==> src/rtl/calc_seq_if.sv <==
// Key strobes, ALU handshake and status bundle of the calculator sequencer.
// The sequencer is the slave; the keypad/ALU environment is the master.
interface calc_seq_if;
  logic       digit_valid;
  logic [3:0] digit;
  logic       op_valid;
  logic [3:0] op_sel;
  logic       eq_valid;
  logic       clr_valid;
  logic [3:0] alu_op;
  logic [3:0] alu_data1;
  logic [3:0] alu_data2;
  logic       alu_busy;
  logic [7:0] alu_o;
  logic [7:0] result;
  logic       result_valid;
  logic       err;
  logic       seq_busy;

  modport master (
    output digit_valid, digit, op_valid, op_sel, eq_valid, clr_valid, alu_busy, alu_o,
    input  alu_op, alu_data1, alu_data2, result, result_valid, err, seq_busy
  );

  modport slave (
    input  digit_valid, digit, op_valid, op_sel, eq_valid, clr_valid, alu_busy, alu_o,
    output alu_op, alu_data1, alu_data2, result, result_valid, err, seq_busy
  );
endinterface

==> src/rtl/calc_seq.sv <==
// Calculator key sequencer: collects A, operator and B, issues the operation
// to an external ALU, follows its busy handshake and captures the result.
module calc_seq (
  input  logic       clk,
  input  logic       rst,
  calc_seq_if.slave  bus
);
  typedef enum logic [2:0] {
    S_A     = 3'd0,
    S_B     = 3'd1,
    S_ISSUE = 3'd2,
    S_CAP   = 3'd3,
    S_WHI   = 3'd4,
    S_WLO   = 3'd5,
    S_DONE  = 3'd6
  } state_t;

  localparam logic [3:0] OP_ADD  = 4'b1000;
  localparam logic [3:0] OP_SUB  = 4'b0100;
  localparam logic [3:0] OP_MUL  = 4'b0010;
  localparam logic [3:0] OP_DIV  = 4'b0001;
  localparam logic [3:0] OP_STOP = 4'b0000;

  function automatic logic op_legal(input logic [3:0] code);
    case (code)
      OP_ADD, OP_SUB, OP_MUL, OP_DIV: op_legal = 1'b1;
      default:                        op_legal = 1'b0;
    endcase
  endfunction

  state_t     r_state;
  logic [3:0] r_a;
  logic [3:0] r_b;
  logic [3:0] r_op;
  logic [7:0] r_res;
  logic       r_b_set;
  logic       r_res_valid;
  logic       r_err;
  logic [1:0] r_tmo;

  logic       w_eq;
  logic       w_op;
  logic       w_dig;
  logic       w_busy;
  logic [3:0] w_alu_op;

  // Strobe priority eq > op > digit; an illegal op code still masks a digit.
  assign w_eq  = bus.eq_valid;
  assign w_op  = !bus.eq_valid && bus.op_valid && op_legal(bus.op_sel);
  assign w_dig = !bus.eq_valid && !bus.op_valid && bus.digit_valid;

  always_ff @(posedge clk) begin
    if (rst || bus.clr_valid) begin
      r_state     <= S_A;
      r_a         <= 4'd0;
      r_b         <= 4'd0;
      r_op        <= 4'd0;
      r_res       <= 8'd0;
      r_b_set     <= 1'b0;
      r_res_valid <= 1'b0;
      r_err       <= 1'b0;
      r_tmo       <= 2'd0;
    end else begin
      case (r_state)
        S_A: begin
          if (w_op) begin
            r_op    <= bus.op_sel;
            r_b_set <= 1'b0;
            r_state <= S_B;
          end else if (w_dig) begin
            r_a <= bus.digit;
          end
        end
        S_B: begin
          if (w_eq && r_b_set) begin
            // Divide by zero is refused here so the ALU never sees it.
            if (r_op == OP_DIV && r_b == 4'd0) begin
              r_err   <= 1'b1;
              r_state <= S_DONE;
            end else begin
              r_state <= S_ISSUE;
            end
          end else if (w_op) begin
            r_op <= bus.op_sel;
          end else if (w_dig) begin
            r_b     <= bus.digit;
            r_b_set <= 1'b1;
          end
        end
        S_ISSUE: begin
          r_tmo   <= 2'd0;
          r_state <= (r_op == OP_ADD || r_op == OP_SUB) ? S_CAP : S_WHI;
        end
        S_CAP: begin
          r_res       <= bus.alu_o;
          r_res_valid <= 1'b1;
          r_state     <= S_DONE;
        end
        S_WHI: begin
          if (bus.alu_busy) begin
            r_state <= S_WLO;
          end else if (r_tmo == 2'd2) begin
            r_err   <= 1'b1;
            r_state <= S_DONE;
          end else begin
            r_tmo <= r_tmo + 2'd1;
          end
        end
        S_WLO: begin
          if (!bus.alu_busy) begin
            r_res       <= bus.alu_o;
            r_res_valid <= 1'b1;
            r_state     <= S_DONE;
          end
        end
        S_DONE: begin
          // An operator here chains the previous result into operand A.
          if (w_op) begin
            r_a         <= r_res[3:0];
            r_op        <= bus.op_sel;
            r_b         <= 4'd0;
            r_b_set     <= 1'b0;
            r_res_valid <= 1'b0;
            r_state     <= S_B;
          end else if (w_dig) begin
            r_a         <= bus.digit;
            r_b         <= 4'd0;
            r_b_set     <= 1'b0;
            r_res_valid <= 1'b0;
            r_err       <= 1'b0;
            r_state     <= S_A;
          end
        end
        default: r_state <= S_A;
      endcase
    end
  end

  // alu_op drops in the same cycle busy falls so the ALU cannot restart.
  always_comb begin
    w_alu_op = OP_STOP;
    w_busy   = 1'b0;
    case (r_state)
      S_ISSUE: begin w_alu_op = r_op; w_busy = 1'b1; end
      S_CAP:   begin w_alu_op = OP_STOP; w_busy = 1'b1; end
      S_WHI:   begin w_alu_op = r_op; w_busy = 1'b1; end
      S_WLO:   begin w_alu_op = bus.alu_busy ? r_op : OP_STOP; w_busy = 1'b1; end
      default: begin w_alu_op = OP_STOP; w_busy = 1'b0; end
    endcase
  end

  assign bus.alu_op       = w_alu_op;
  assign bus.alu_data1    = r_a;
  assign bus.alu_data2    = r_b;
  assign bus.result       = r_res;
  assign bus.result_valid = r_res_valid;
  assign bus.err          = r_err;
  assign bus.seq_busy     = w_busy;
endmodule

==> src/flat_wrapper.sv <==
// flat-port wrapper written by rule: the top's interface ports become plain ports
module calc_seq_flat 
  (clk, rst, bus_digit_valid, bus_digit, bus_op_valid, bus_op_sel, bus_eq_valid, bus_clr_valid, bus_alu_busy, bus_alu_o, bus_alu_op, bus_alu_data1, bus_alu_data2, bus_result, bus_result_valid, bus_err, bus_seq_busy);
  calc_seq_if bus_i ();
  input  logic clk;
  input  logic rst;
  input wire logic [$bits(bus_i.digit_valid)-1:0] bus_digit_valid;
  input wire logic [$bits(bus_i.digit)-1:0] bus_digit;
  input wire logic [$bits(bus_i.op_valid)-1:0] bus_op_valid;
  input wire logic [$bits(bus_i.op_sel)-1:0] bus_op_sel;
  input wire logic [$bits(bus_i.eq_valid)-1:0] bus_eq_valid;
  input wire logic [$bits(bus_i.clr_valid)-1:0] bus_clr_valid;
  input wire logic [$bits(bus_i.alu_busy)-1:0] bus_alu_busy;
  input wire logic [$bits(bus_i.alu_o)-1:0] bus_alu_o;
  output wire logic [$bits(bus_i.alu_op)-1:0] bus_alu_op;
  output wire logic [$bits(bus_i.alu_data1)-1:0] bus_alu_data1;
  output wire logic [$bits(bus_i.alu_data2)-1:0] bus_alu_data2;
  output wire logic [$bits(bus_i.result)-1:0] bus_result;
  output wire logic [$bits(bus_i.result_valid)-1:0] bus_result_valid;
  output wire logic [$bits(bus_i.err)-1:0] bus_err;
  output wire logic [$bits(bus_i.seq_busy)-1:0] bus_seq_busy;
  assign bus_i.digit_valid = bus_digit_valid;
  assign bus_i.digit = bus_digit;
  assign bus_i.op_valid = bus_op_valid;
  assign bus_i.op_sel = bus_op_sel;
  assign bus_i.eq_valid = bus_eq_valid;
  assign bus_i.clr_valid = bus_clr_valid;
  assign bus_i.alu_busy = bus_alu_busy;
  assign bus_i.alu_o = bus_alu_o;
  assign bus_alu_op = bus_i.alu_op;
  assign bus_alu_data1 = bus_i.alu_data1;
  assign bus_alu_data2 = bus_i.alu_data2;
  assign bus_result = bus_i.result;
  assign bus_result_valid = bus_i.result_valid;
  assign bus_err = bus_i.err;
  assign bus_seq_busy = bus_i.seq_busy;
  calc_seq u_core (.clk(clk), .rst(rst), .bus(bus_i));
endmodule
==> config.mk <==
export PLATFORM = sky130hd
export DESIGN_NAME = calc_seq_flat
export DESIGN_NICKNAME = d
export VERILOG_FILES = /design/src/rtl/calc_seq_if.sv /design/src/rtl/calc_seq.sv /design/src/flat_wrapper.sv
export SDC_FILE = /design/constraint.sdc
export NUM_CORES = 1
export LEC_CHECK = 0
export CAP_MARGIN = 20
export CORE_ASPECT_RATIO = 0.7
export CORE_MARGIN = 1
export CORE_UTILIZATION = 40
export CTS_CLUSTER_SIZE = 25
export DETAILED_ROUTE_END_ITERATION = 7
export HOLD_SLACK_MARGIN = 0.08
export PLACE_DENSITY = 0.71
export SYNTH_ARGS = -nofsm -noshare
export SYNTH_HDL_FRONTEND = slang
export SYNTH_SLANG_ARGS = --single-unit
==> constraint.sdc <==
create_clock -name clk -period 2.3 [get_ports clk]
set_input_delay 0.575 -clock clk [delete_from_list [all_inputs] [get_ports clk]]
set_output_delay 0.575 -clock clk [all_outputs]
set_load 0.01 [all_outputs]
Word level (Yosys, flattened, before mapping) --
Cells that the tools add are included.
Storage, ports and cells: register bits 28, latch bits 0, memory bits (writable) 0, bits in read-only memories 0, input port bits 23, output and inout bits 23, memories 0
Cells by class: $add $sub $neg 1, multiply operators 0, divide/modulo/power cells 0, $lt $le $gt $ge 0, eq/ne operators 29, shift-type cells 0, mux-type cells 47, bitwise logic cells 0, reduce and logical (&&, ||, !) cells 33
Operator list (number):
- $mux 4 | 11
- $pmux 4 s2 | 4
- $mux 3 | 9
- $pmux 3 s7 | 1
- $pmux 8 s2 | 1
- $mux 1 | 14
- $ne 2x2->1 const B | 7
- $ne 2x1->1 const B | 6
- $reduce_and 5->1 | 2
- $reduce_bool 2->1 | 5
- $eq 3x3->1 const B | 3
- $pmux 1 s3 | 3
- $reduce_bool 3->1 | 3
- $eq 4x1->1 const B | 2
- $eq 4x3->1 const B | 2
- $eq 4x4->1 const B | 2
- $mux 8 | 1
- $reduce_or 4->1 | 2
- $reduce_and 7->1 | 1
- $eq 3x2->1 const B | 2
- $logic_and 1x1->1 | 6
- $reduce_and 2->1 | 3
- $reduce_and 3->1 | 2
- $reduce_and 6->1 | 1
- 13 further kinds | 17

Depth between registers and ports, before layout --
Gate-level depths: netlist (run 1).
word-level depth 7, depth in mapped cells 7, mapped depth without buffers 6

Worst setup path before layout (run 1) --
Ideal clock, no wire load.
path type input to register, from input port bus_op_sel[3], to register u_core.r_a[0], in the netlist u_core.bus.alu_data1[0], arrival time 1.812 ns, required time 2.185 ns, slack 0.373 ns, stages on the path 5, buffers on the path 0, path through nor4b_1 -> a211oi_2 -> or4_4 -> o221a_1 -> o21a_1
On the way: longest elaborated chain between the ends 6, elaborated cells between the ends (all ways) 11, those cells by class eq/ne: 5; mux: 3; reduce/logical: 3
Ends and longest elaborated chain:
- start, declared | RTL line flat_wrapper.sv:10 | input wire logic [$bits(bus_i.op_sel)-1:0] bus_op_sel;
- $eq 4x4->1 (tied with other cells) | RTL line calc_seq.sv:25 | case (code)
- $reduce_or 4->1 (*) | RTL line calc_seq.sv:25
- $mux 1 (*) | RTL line calc_seq.sv:25
- $logic_and 1x1->1 (*) | RTL line calc_seq.sv:49 | assign w_op = !bus.eq_valid && bus.op_valid && op_legal(bus.op_sel);
- $mux 4 or $ne 2x2->1 (tied branches)
- $pmux 4 s2 or $reduce_and 2->1 (tied branches)
- end signal, assigned | RTL line calc_seq.sv:71 | r_a <= bus.digit;
- end signal, assigned | RTL line calc_seq.sv:119 | r_a <= r_res[3:0];
- end signal, assigned | RTL line calc_seq.sv:126 | r_a <= bus.digit;
- end, declared | RTL line calc_seq.sv:32 | logic [3:0] r_a;
Mark *: on every way between the ends. The rest lies on a longest branch, timed or not. A chain may end at the register's enable or synchronous reset.

Final worst setup path (run 1) --
from input port bus_op_sel[2], to register u_core.r_a[1], in the netlist u_core.bus.alu_data1[1]
Same word-level chain as after synthesis.

==> out/results.md, run 1 <==
## Die
- 72.6 um — Chip Width
- 51.4 um — Die Height
- 17 — number of placement rows
- 3730 um^2 — Die Area
- 46 — total I/O pin count
- 43.2% — initial core utilization
- 3230 um^2 — Core Box Area

## Setup path
- flip-flop — Worst setup EP type
- 540 ps — FF-to-FF setup slack
- input pin — Critical Path Start Type
- 2370 ps — Worst Path Arrival
- 2480 ps — required time reported for the critical path endpoint
- 5 — largest fanout on the critical path
- in -> reg — crit path kind

## Global route
- 0 — global route total overflow
- 0 — antenna violations before repair
- 22.8% — total global-route track usage
- 1345 — number of global-route vias before repair
- 20 — largest net degree at the start of global routing
- met2 — routing layer with the top usage in global route
- 30.0% — GRT met1 Usage
- 5.52% — met3 Usage GRT
- 37.9% — fraction of met2 tracks used by global routing
- 6360 um — global-route wire length before repair

## Placement
- 0.855 — RePlAce Congestion
- 45 — number of buffer cells added on primary ports
- -394 ps — minimum setup slack after placement
- 2960 um — placed wire-length estimate
- 265 — DP Cell Count

## Pwr
- 0.000202 W — switching power
- 0.809 nW — Leakage
- 39.3% — fraction of power consumed by the clock network
- 0.000784 W — internal power summed over all cells
- 11.1% — portion of total power attributed to combinational logic
- 20.5% — switching part of the total
- 49.6% — relative contribution of sequential cells to total power
- 0.440 mV — maximum ir drop on the vdd rail
- 473 nW/um^2 — Power Density

## Outcome
- completed — outcome

## Clocking
- 3 — number of buffers created by CTS
- 0 — post-CTS repair timing setup buffer count
- 1 — # H-tree levels
- 28 — number of sinks handled by clock tree synthesis
- 100 ps — clock transition at the registers of the reported paths
- sky130_fd_sc_hd__clkbuf_8 — buffer type at the clock tree root
- 2 — maximum clock path buffer count
- yes — TritonCTS clock tree
- 270 ps — clock insertion delay at the later pin of the skew report

## Finish
- 49.5% — Area growth syn-to-layout
- 64.5% — post-layout utilization of the core
- 247 — Net count, final
- 269 — Final Instance Count excl. Fillers
- sky130_fd_sc_hd__clkdlybuf4s50_1 — most common cell after layout, fill and taps aside
- 0 — number of diodes
- 40 x sky130_fd_sc_hd__clkdlybuf4s50_1, 28 x sky130_fd_sc_hd__dfxtp_1, 27 x sky130_fd_sc_hd__nor2_1 — commonest non-fill, non-tap cells in the layout
- 13.5% — layout cells sized above 1

## STA
- 0 — Final Hold Viols
- 112 ps — worst setup slack after layout
- 0 — max-slew violation count
- 513 ps — slew at the pin with the worst max-slew slack
- 95.1% — Tcrit/Tclk final
- 0 — setup violators final
- 464 ps — Post-Route Hold Slack
- no — setup repair after global routing missed its margin
- 2190 ps — post-route minimum period
- 457 MHz — peak clock frequency supported by timing
- 65.3% — worst relative slew slack
- 4.96 ps — worst clock skew

## Yosys
- 28 — Yosys reg bits
- sky130_fd_sc_hd__dfxtp_1 — leading register cell type out of synthesis
- 187 — syn nets
- 8.56 um^2 — per-instance average area after synthesis
- 0 — Post-synth EDFFs
- sky130_fd_sc_hd__dfxtp_1 40%, sky130_fd_sc_hd__mux2i_1 8.6%, sky130_fd_sc_hd__nor2_1 7.3%, sky130_fd_sc_hd__nand2_1 4.3%, sky130_fd_sc_hd__o221a_1 3.2% — biggest area contributors in the synthesized netlist
- sky130_fd_sc_hd__dfxtp_1 — leading area contributor after synthesis
- 40.2% — register area share after synthesis
- 0 — count of warnings emitted by yosys
- 163 — Cells after Synth
- 1400 um^2 — combined area of all synthesized cells
- 0% — ys async rst share
- 40.2% — top-area cell type share of the netlist area
- 42 — Distinct cells, synth

## Worst hold path
- reg -> reg — worst hold-check path type

## Route
- 5.24 — post-DR vias/cell
- 1409 — number of vias after detailed routing
- 0 — number of design rule violations left after detail routing
- 4 — router iterations before antenna repair
- 14.1 um — post-DR wirelength/cell
- 0 — post-detailed-route count of antenna-violating nets
- 74 — violation count after the first detailed-routing iteration
- 3800 um — DRT Wirelength

## Flow run
- 0 — Max-cap violations

## synthesized netlist by cell type (3+ instances only)
| cell | number |
|---|---|
| sky130_fd_sc_hd__a21oi_1 | 4 |
| sky130_fd_sc_hd__and2_1 | 5 |
| sky130_fd_sc_hd__buf_2 | 3 |
| sky130_fd_sc_hd__clkbuf_1 | 3 |
| sky130_fd_sc_hd__dfxtp_1 | 28 |
| sky130_fd_sc_hd__inv_1 | 4 |
| sky130_fd_sc_hd__mux2i_1 | 12 |
| sky130_fd_sc_hd__nand2_1 | 16 |
| sky130_fd_sc_hd__nand2b_1 | 3 |
| sky130_fd_sc_hd__nor2_1 | 27 |
| sky130_fd_sc_hd__nor4b_1 | 3 |
| sky130_fd_sc_hd__o21a_1 | 5 |
| sky130_fd_sc_hd__o21ai_0 | 7 |
| sky130_fd_sc_hd__o221a_1 | 4 |
| sky130_fd_sc_hd__o22ai_1 | 6 |
## per-stage QoR
| step | instance area, um^2 | power (W) | setup TNS [ps] |
|---|---|---|---|
| after floorplan | 1400 | 0.000540 | 0 |
| after global placement | 2000 | 0.000607 | -1840 |
| after detailed placement | 2000 | 0.000609 | -2700 |
| after CTS | 2080 | 0.000994 | 0 |
| after global routing | 2090 | 0.00103 | 0 |
| final | 2090 | 0.000986 | 0 |
## power by group through the flow
stage | clock [W] | combinational [W] | sequential (W)
2_1_floorplan | 0 | 0.0000394 | 0.000501
3_3_place_gp | 0 | 0.000107 | 0.000500
3_5_place_dp | 0 | 0.000109 | 0.000500
4_1_cts | 0.000395 | 0.000110 | 0.000489
5_1_grt | 0.000419 | 0.000118 | 0.000490
6_report | 0.000388 | 0.000110 | 0.000489
## cell type report
cell class / count / area (um^2)
inverters: 4 / 15.0
fillers: 298 / 1150
flip-flops and latches: 28 / 561
clock buffers: 3 / 41.3
well taps: 47 / 58.8
repair buffers: 62 / 582
clock inverters: 1 / 30.0
multi-input cells: 124 / 798
## critical path, cell delays in order
cell and delay, ps:
sky130_fd_sc_hd__clkdlybuf4s50_1 480, sky130_fd_sc_hd__nor4b_1 370, sky130_fd_sc_hd__a211oi_2 100, sky130_fd_sc_hd__or4_4 470, sky130_fd_sc_hd__o221a_1 270, sky130_fd_sc_hd__o21a_1 100
## layer usage
metal	vias to the layer above	routed length, um	share of wire [%]
met5	-	0	0
met4	0	30	0.79
met3	4	288	7.6
met2	53	1710	45
met1	649	1770	47
li1	703	-	-
## state kept, by name, indices dropped and copies added, names as in the netlist
name,flops
u_core.bus.result,8
u_core.bus.alu_data1,4
u_core.bus.alu_data2,4
u_core.r_op,4
u_core.r_state,3
u_core.r_tmo,2
u_core.bus.err,1
u_core.bus.result_valid,1
u_core.r_b_set,1
## path summary, 6_finish.rpt
check / to / from / cells past startpoint
setup / recovery: u_core.bus.alu_data1[1] / bus_op_sel[2] / 6
hold / removal: u_core.bus.result_valid / u_core.bus.result_valid / 2
setup reg to reg: u_core.bus.result[7] / u_core.r_state[1] / 8
hold reg to reg: u_core.bus.result_valid / u_core.bus.result_valid / 2
## cells by family (layout without fill, tap and decap cells)
logic type | Yosys count | in the layout | share of synthesized area, %
simple gates | 68 | 68 | 24.3
compound gates | 39 | 39 | 20.1
flops | 28 | 28 | 40.2
mux | 13 | 13 | 9.42
buf+inv | 11 | 70 | 3.23
xor+xnor | 3 | 3 | 1.88
fa+ha+maj | 1 | 1 | 0.897
## repair_timing
| action | 4_1_cts | 5_1_grt |
|---|---|---|
| gates cloned | 0 | 0 |
| hold buffers | 0 | 0 |
| endpoints found under the setup margin | 4 | 4 |
| resized for setup | 11 | 2 |
| endpoints found under the hold margin | 0 | 0 |
No activity file was read; power rests on OpenSTA's default activity.
==> inputs of run 2 (changes only) <==
- CAP_MARGIN: 20 -> 10
==> results of run 2 <==
No change in the layout: final DEF, timing and power equal those of run 1.
